**src/rtl/miner_pkg.sv**
```systemverilog
// Shared definitions for the miner reporting path: nonce geometry,
// default UART bit period and the UART transmitter state encoding.
package miner_pkg;

    // Width of a golden nonce and the number of UART bytes it occupies.
    localparam int NONCE_W         = 32;
    localparam int BYTES_PER_NONCE = 4;

    // hash_clk cycles per UART bit at 100 MHz / 115200 baud.
    localparam int BAUD_DIV_DEFAULT = 868;

    // UART transmitter states. LOAD is a single cycle between the FIFO pop
    // and the first start bit; STOP loops back to START until the last byte.
    typedef enum logic [2:0] {
        IDLE  = 3'd0,
        LOAD  = 3'd1,
        START = 3'd2,
        DATA  = 3'd3,
        STOP  = 3'd4
    } uart_state_e;

endpackage

```
**src/rtl/nonce_fifo.sv**
```systemverilog
// Small synchronous FIFO holding golden nonces while the UART is busy.
// Read data is show-ahead: rd_data always presents the head entry, so a pop
// and the use of rd_data happen on the same edge.
// A push is honoured when not full, or when full and popped on the same edge;
// a pop is honoured only when not empty.
module nonce_fifo
    import miner_pkg::*;
#(
    parameter int FIFO_LOG2 = 2,
    parameter int WIDTH     = NONCE_W
) (
    input  logic                 hash_clk,
    input  logic                 reset,
    input  logic                 push,
    input  logic [WIDTH-1:0]     wr_data,
    input  logic                 pop,
    output logic                 full,
    output logic                 empty,
    output logic [FIFO_LOG2:0]   count,
    output logic [WIDTH-1:0]     rd_data
);

    localparam int DEPTH = 1 << FIFO_LOG2;
    localparam logic [FIFO_LOG2:0] FULL_COUNT = (FIFO_LOG2 + 1)'(DEPTH);

    logic [WIDTH-1:0]     mem [DEPTH];
    logic [FIFO_LOG2-1:0] wr_ptr;
    logic [FIFO_LOG2-1:0] rd_ptr;
    logic                 do_push;
    logic                 do_pop;

    assign full    = (count == FULL_COUNT);
    assign empty   = (count == '0);
    assign do_pop  = pop && !empty;
    assign do_push = push && (!full || do_pop);
    assign rd_data = mem[rd_ptr];

    // Storage array; written on an accepted push, never reset.
    always_ff @(posedge hash_clk) begin
        if (do_push) begin
            mem[wr_ptr] <= wr_data;
        end
    end

    // Pointers wrap naturally modulo the depth; count tracks occupancy.
    always_ff @(posedge hash_clk) begin
        if (reset) begin
            wr_ptr <= '0;
            rd_ptr <= '0;
            count  <= '0;
        end else begin
            if (do_push) begin
                wr_ptr <= wr_ptr + 1'b1;
            end
            if (do_pop) begin
                rd_ptr <= rd_ptr + 1'b1;
            end
            case ({do_push, do_pop})
                2'b10:   count <= count + 1'b1;
                2'b01:   count <= count - 1'b1;
                default: count <= count;
            endcase
        end
    end

endmodule

```
**src/rtl/golden_nonce_uart_tx.sv**
```systemverilog
// Golden-nonce reporter: queues nonce strobes in a FIFO and serialises each
// nonce as four 8N1 UART bytes, most significant byte first, LSB-first bits.
// nonce_valid is a fire-and-forget strobe with no ready: it is accepted when
// the FIFO has room or is popped on the same edge, otherwise it is dropped
// and the sticky overflow flag is raised.
module golden_nonce_uart_tx
    import miner_pkg::*;
#(
    parameter int BAUD_DIV  = BAUD_DIV_DEFAULT,
    parameter int FIFO_LOG2 = 2
) (
    input  logic                 hash_clk,
    input  logic                 reset,
    input  logic                 nonce_valid,
    input  logic [NONCE_W-1:0]   nonce_in,
    output logic                 uart_tx,
    output logic                 busy,
    output logic                 overflow,
    output logic [FIFO_LOG2:0]   fifo_count
);

    localparam int CNT_W = (BAUD_DIV > 1) ? $clog2(BAUD_DIV) : 1;
    localparam logic [CNT_W-1:0] BAUD_LAST = CNT_W'(BAUD_DIV - 1);
    localparam logic [1:0]       LAST_BYTE = 2'(BYTES_PER_NONCE - 1);

    uart_state_e        state;
    logic [CNT_W-1:0]   baud_cnt;
    logic               baud_wrap;
    logic [2:0]         bit_idx;
    logic [1:0]         byte_idx;
    logic [NONCE_W-1:0] word_sr;
    logic [7:0]         byte_sr;

    logic               fifo_push;
    logic               fifo_pop;
    logic               fifo_full;
    logic               fifo_empty;
    logic [NONCE_W-1:0] fifo_rd_data;

    // The head word is taken whenever the transmitter is idle; a push on the
    // same edge is still accepted because the pop frees a slot.
    assign fifo_pop  = (state == IDLE) && !fifo_empty;
    assign fifo_push = nonce_valid && (!fifo_full || fifo_pop);
    assign baud_wrap = (baud_cnt == BAUD_LAST);

    nonce_fifo #(
        .FIFO_LOG2 (FIFO_LOG2),
        .WIDTH     (NONCE_W)
    ) u_fifo (
        .hash_clk (hash_clk),
        .reset    (reset),
        .push     (fifo_push),
        .wr_data  (nonce_in),
        .pop      (fifo_pop),
        .full     (fifo_full),
        .empty    (fifo_empty),
        .count    (fifo_count),
        .rd_data  (fifo_rd_data)
    );

    // Sticky drop flag: a strobe that finds the FIFO full with no pop is lost.
    always_ff @(posedge hash_clk) begin
        if (reset) begin
            overflow <= 1'b0;
        end else if (nonce_valid && fifo_full && !fifo_pop) begin
            overflow <= 1'b1;
        end
    end

    // Transmit FSM with baud counter, word/byte shifters and registered line.
    always_ff @(posedge hash_clk) begin
        if (reset) begin
            state    <= IDLE;
            uart_tx  <= 1'b1;
            busy     <= 1'b0;
            baud_cnt <= '0;
            bit_idx  <= '0;
            byte_idx <= '0;
            word_sr  <= '0;
            byte_sr  <= '0;
        end else begin
            case (state)
                IDLE: begin
                    baud_cnt <= '0;
                    uart_tx  <= 1'b1;
                    if (fifo_pop) begin
                        state    <= LOAD;
                        busy     <= 1'b1;
                        word_sr  <= fifo_rd_data;
                        byte_idx <= '0;
                    end
                end

                LOAD: begin
                    // First start bit; peel off the most significant byte.
                    state    <= START;
                    uart_tx  <= 1'b0;
                    baud_cnt <= '0;
                    byte_sr  <= word_sr[NONCE_W-1 -: 8];
                    word_sr  <= {word_sr[NONCE_W-9:0], 8'h00};
                end

                START: begin
                    if (baud_wrap) begin
                        state    <= DATA;
                        baud_cnt <= '0;
                        bit_idx  <= '0;
                        uart_tx  <= byte_sr[0];
                        byte_sr  <= {1'b0, byte_sr[7:1]};
                    end else begin
                        baud_cnt <= baud_cnt + 1'b1;
                    end
                end

                DATA: begin
                    if (baud_wrap) begin
                        baud_cnt <= '0;
                        if (bit_idx == 3'd7) begin
                            state   <= STOP;
                            uart_tx <= 1'b1;
                        end else begin
                            bit_idx <= bit_idx + 1'b1;
                            uart_tx <= byte_sr[0];
                            byte_sr <= {1'b0, byte_sr[7:1]};
                        end
                    end else begin
                        baud_cnt <= baud_cnt + 1'b1;
                    end
                end

                STOP: begin
                    if (baud_wrap) begin
                        baud_cnt <= '0;
                        if (byte_idx == LAST_BYTE) begin
                            // Word complete: one IDLE cycle precedes any next LOAD.
                            state <= IDLE;
                            busy  <= 1'b0;
                        end else begin
                            // Next byte follows the stop bit with no gap.
                            state    <= START;
                            uart_tx  <= 1'b0;
                            byte_idx <= byte_idx + 1'b1;
                            byte_sr  <= word_sr[NONCE_W-1 -: 8];
                            word_sr  <= {word_sr[NONCE_W-9:0], 8'h00};
                        end
                    end else begin
                        baud_cnt <= baud_cnt + 1'b1;
                    end
                end

                default: begin
                    state   <= IDLE;
                    uart_tx <= 1'b1;
                    busy    <= 1'b0;
                end
            endcase
        end
    end

endmodule

```
**config.mk**
```make
export PLATFORM = sky130hd
export DESIGN_NAME = golden_nonce_uart_tx
export DESIGN_NICKNAME = d
export VERILOG_FILES = /design/src/rtl/miner_pkg.sv /design/src/rtl/nonce_fifo.sv /design/src/rtl/golden_nonce_uart_tx.sv
export SDC_FILE = /design/constraint.sdc
export NUM_CORES = 1
export LEC_CHECK = 0
export ABC_AREA = 0
export CAP_MARGIN = 10
export CORE_MARGIN = 2
export CORE_UTILIZATION = 50
export DETAILED_ROUTE_END_ITERATION = 8
export GPL_TIMING_DRIVEN = 0
export HOLD_SLACK_MARGIN = 0.05
export PLACE_DENSITY = 0.68
export RECOVER_POWER = 50
export SLEW_MARGIN = 20
export SYNTH_ARGS = -nofsm -noshare
export SYNTH_HDL_FRONTEND = slang
export SYNTH_HIERARCHICAL = 1
export SYNTH_SLANG_ARGS = --single-unit
```
**constraint.sdc**
```tcl
create_clock -name hash_clk -period 3.59 [get_ports hash_clk]
set_input_delay 0.718 -clock hash_clk [delete_from_list [all_inputs] [get_ports hash_clk]]
set_output_delay 0.718 -clock hash_clk [all_outputs]
set_load 0.005 [all_outputs]
```
==> impl_metrics.py <==
metrics = {
    "sta": {
        "worst_pin_slew_ns": 1.22,
        "finalHoldViolations": 0,
        "drv_slew": 0,
        "relSlewSlack_pct": 18.9,
        "setup_violations": 0,
        "fin_skew_ns": 0.0118,
        "rsz0062_at_grt": "false",
        "tns_ns": 0,
        "fin_crit_ns": 3.19,
        "fin_ws_ns": 0.398,
        "fin_crit_sh_pct": 88.9,
        "fmax_mhz": 313,
    },
    "placed_design": {
        "gp_congestion": 0.858,
        "placedCellCount": 823,
        "portBuffers": 40,
        "dp_hpwl_um": 10400,
        "detailedPlace.worstSlack_ns": 0.400,
    },
    "synthesis": {
        "synth_cells": 563,
        "synth_fp_nets": 608,
        "avgSynthCellArea_um2": 14.9,
        "synth_area_leaders": "edfxtp_1, dfxtp_1, mux4_2, a211oi_2, mux2i_1",
        "synthArstFlopShare_pct": 0,
        "synth_top_area_share_pct": 45.8,
        "synth_edf_count": 128,
        "yosysTopAreaCell": "edfxtp_1",
        "synth_area_um2": 8390,
        "yosysWarnings": 6,
        "synth.distinct_cells": 63,
        "ys_ff_latch": 198,
        "synthFlopType": "edfxtp_1",
        "ys_seq_area_share_pct": 62.5,
    },
    "worst_setup_path": {
        "critPathCaptureType": "flip-flop",
        "cp_max_fo": 7,
        "worstSetupStartpointType": "flip-flop",
        "worstRegToRegCells": 12,
        "slowest_delay_ns": 0.47,
        "rrSetupSlack_ns": 0.40,
        "r2r-start": "u_fifo/count[0]",
        "cp_slowest_cell": "nor3_1",
        "path_delay_family": "simple AND/OR/NAND/NOR gates",
        "worst-path-buf-inv": 3,
        "cp_common_cell": "inv_1",
        "cp.arrival_ns": 3.54,
        "r2r_end": "u_fifo/count[2]",
        "worstPathCellList": "nor3_1, or4_1, clkbuf_1, a21boi_0, a21boi_2, inv_1, ha_1, inv_1, fa_1, xor2_1, or3_2, a21oi_1",
        "criticalPathCategory": "flip-flop to flip-flop",
        "cp_data_required_time_ns": 3.94,
    },
    "cells_and_area": {
        "fin_nets": 667,
        "register_area_um2": 5250,
        "antenna_cells": 0,
        "multi_input_area_um2": 2820,
        "post-route-util_pct": 58.6,
        "instances_no_fill": 855,
        "n_fill_cell": 1304,
        "drive_above_1_share_pct": 19.7,
        "syn_to_final_growth_pct": 15.1,
    },
    "worst_hold_path": {
        "holdPathStages": 2,
        "holdPathEnd": "word_sr[0]",
        "hp-class": "flip-flop to flip-flop",
        "min-delay-start": "word_sr[0]",
    },
    "run_status": {
        "status": "finished, final reports clean",
    },
    "floorplan": {
        "core_area_um2": 16500,
        "rows": 47,
        "die-width_um": 134,
        "start_util_pct": 50.9,
        "die_y_um": 134,
        "die-area_um2": 17800,
        "io_pins": 41,
    },
    "clock_network": {
        "htree_levels": 4,
        "cts_resized": 0,
        "path_clk_slew_ns": 0.06,
        "cts.sinks": 198,
        "root_buffer": "clkbuf_16",
        "post-cts-setup-buffers": 0,
        "hold_buffers": 0,
        "clk_latency_ns": 0.43,
        "cts_buffers": 17,
        "cts_tree": "built",
        "clk_path_buf_depth": 2,
    },
    "drt": {
        "via_count": 4816,
        "ant_nets": 0,
        "first_pass_iters": 5,
        "drt_wl_total_um": 15800,
        "initialDrtViolationCount": 280,
        "wire_per_inst_um": 18.4,
        "drc": 0,
        "viasPerCell": 5.63,
    },
    "global_route": {
        "grt_max_degree": 33,
        "grt_pass1_vias": 4947,
        "track_usage_pct": 18.7,
        "grt_pass1_wl_um": 25700,
        "grt_overflow": 0,
        "antenna_found_initial": 0,
    },
    "pwr": {
        "peakVddDrop_mv": 0.426,
        "p_leak_uw": 0.00334,
        "pwr_density_cell_nw_per_um2": 752,
    },
    "job": {
        "maxCapViolCount": 0,
    },
}
==> state kept, by name, summed over array words and instances (netlist names), named ones only <==
signal / flops
bit_idx: 3
byte_idx: 2
word_sr: 32
u_fifo/wr_ptr: 2
uart_tx: 1
u_fifo/rd_ptr: 2
u_fifo/count: 3
u_fifo/mem: 128
state: 3
byte_sr: 8
busy: 1
baud_cnt: 10
overflow: 1
==> synthesized netlist by cell type, types with 2 or more instances <==
cell type,instances
and3_1,2
mux4_1,2
buf_12,3
xor2_1,9
a211oi_2,21
nor4_1,2
and2_1,2
nand4b_1,2
or3_1,2
nor2_1,18
buf_4,4
a221o_1,2
nor2b_1,9
a211oi_1,4
mux2i_1,26
edfxtp_1,128
a21oi_1,32
nand3_1,13
nor3_1,28
dfxtp_1,70
o211ai_1,9
mux4_2,30
and2_2,4
nand4_1,8
o31ai_1,2
xnor2_1,4
o21ai_0,8
inv_1,10
clkbuf_1,11
buf_2,16
mux2_4,8
nand2_1,24
ha_1,9
nand2b_1,9
buf_6,4
==> kinds of logic after synthesis <==
logic type / share of synthesized area (%)
AND/OR/NAND/NOR: 9.46
AO/OA/AOI/OAI: 8.34
flip-flops: 62.5
adder cells (fa/ha/maj): 1.58
buffers and inverters: 3.51
multiplexers: 13.2
XOR/XNOR: 1.36
==> cells in the final DEF (no fill, tap or decap), types with 3 or more instances in the layout <==
cell type	Yosys	routed
a211oi_1	4	5
o211ai_1	9	9
nor3_1	28	29
nand3_1	13	13
nor2b_1	9	9
inv_1	10	10
dfxtp_1	70	70
nand2b_1	9	9
mux2_4	8	8
buf_4	4	4
clkinv_4	0	3
dlygate4sd3_1	0	39
xnor2_1	4	4
a211oi_2	21	20
xor2_1	9	9
and2_2	4	4
o21ai_0	8	8
bufinv_16	0	4
a21oi_1	32	32
mux2i_1	26	26
nor2_1	18	18
buf_2	16	14
buf_6	4	4
nand2_1	24	25
mux4_2	30	30
buf_12	3	3
ha_1	9	9
clkbuf_1	11	16
clkbuf_16	0	17
nand4_1	8	8
edfxtp_1	128	128
==> where the power goes <==
part	switching [uW]	total [uW]	internal, uW
Clock	800	1990	1190
Sequential	185	3020	2840
Combinational	1230	2250	1020
==> tightest hold or removal path, delay by kind of cell (launching register included) <==
kind / cells / cell delay [ns]
AOI/OAI and AO/OA: 1 / 0.05
DFF: 1 / 0.31
and+or+nand+nor: 1 / 0.06
==> worst max-delay path by stage <==
stage | to | from | slack (ns) | cells past startpoint
after floorplan | u_fifo/count[2] | u_fifo/count[0] | 0.93 | 12
after global placement | u_fifo/count[2] | u_fifo/count[0] | 0.54 | 12
after detailed placement | u_fifo/count[2] | u_fifo/count[0] | 0.40 | 12
after CTS | u_fifo/count[2] | u_fifo/count[0] | 0.39 | 12
after global routing | u_fifo/count[2] | u_fifo/count[0] | 0.14 | 12
final | u_fifo/count[2] | u_fifo/count[0] | 0.40 | 12
==> per-stage QoR <==
stage	power (uW)	hold slack, ns	cell area, um^2
after floorplan	4790	0.443	8390
after global placement	5310	0.457	9060
after detailed placement	5360	0.463	9060
after CTS	7360	0.470	9690
after global routing	7620	0.490	9650
final	7260	0.471	9650
==> cell type report <==
class,count,share of cell area (%)
tap,220,2.85
sequential,198,54.3
clock inverter,11,1.80
buffer,38,2.63
timing repair buffer,40,4.15
inverter,10,0.389
clock buffer,21,4.67
multi-input combinational,317,29.2
==> per-layer routing <==
layer | track usage (%) | share of wire [%]
met4 | 5.91 | 1.6
met3 | 4.87 | 4.3
met2 | 30.5 | 49
met5 | 0 | 0
met1 | 24.8 | 45
Power figures use the tool's default switching activity.
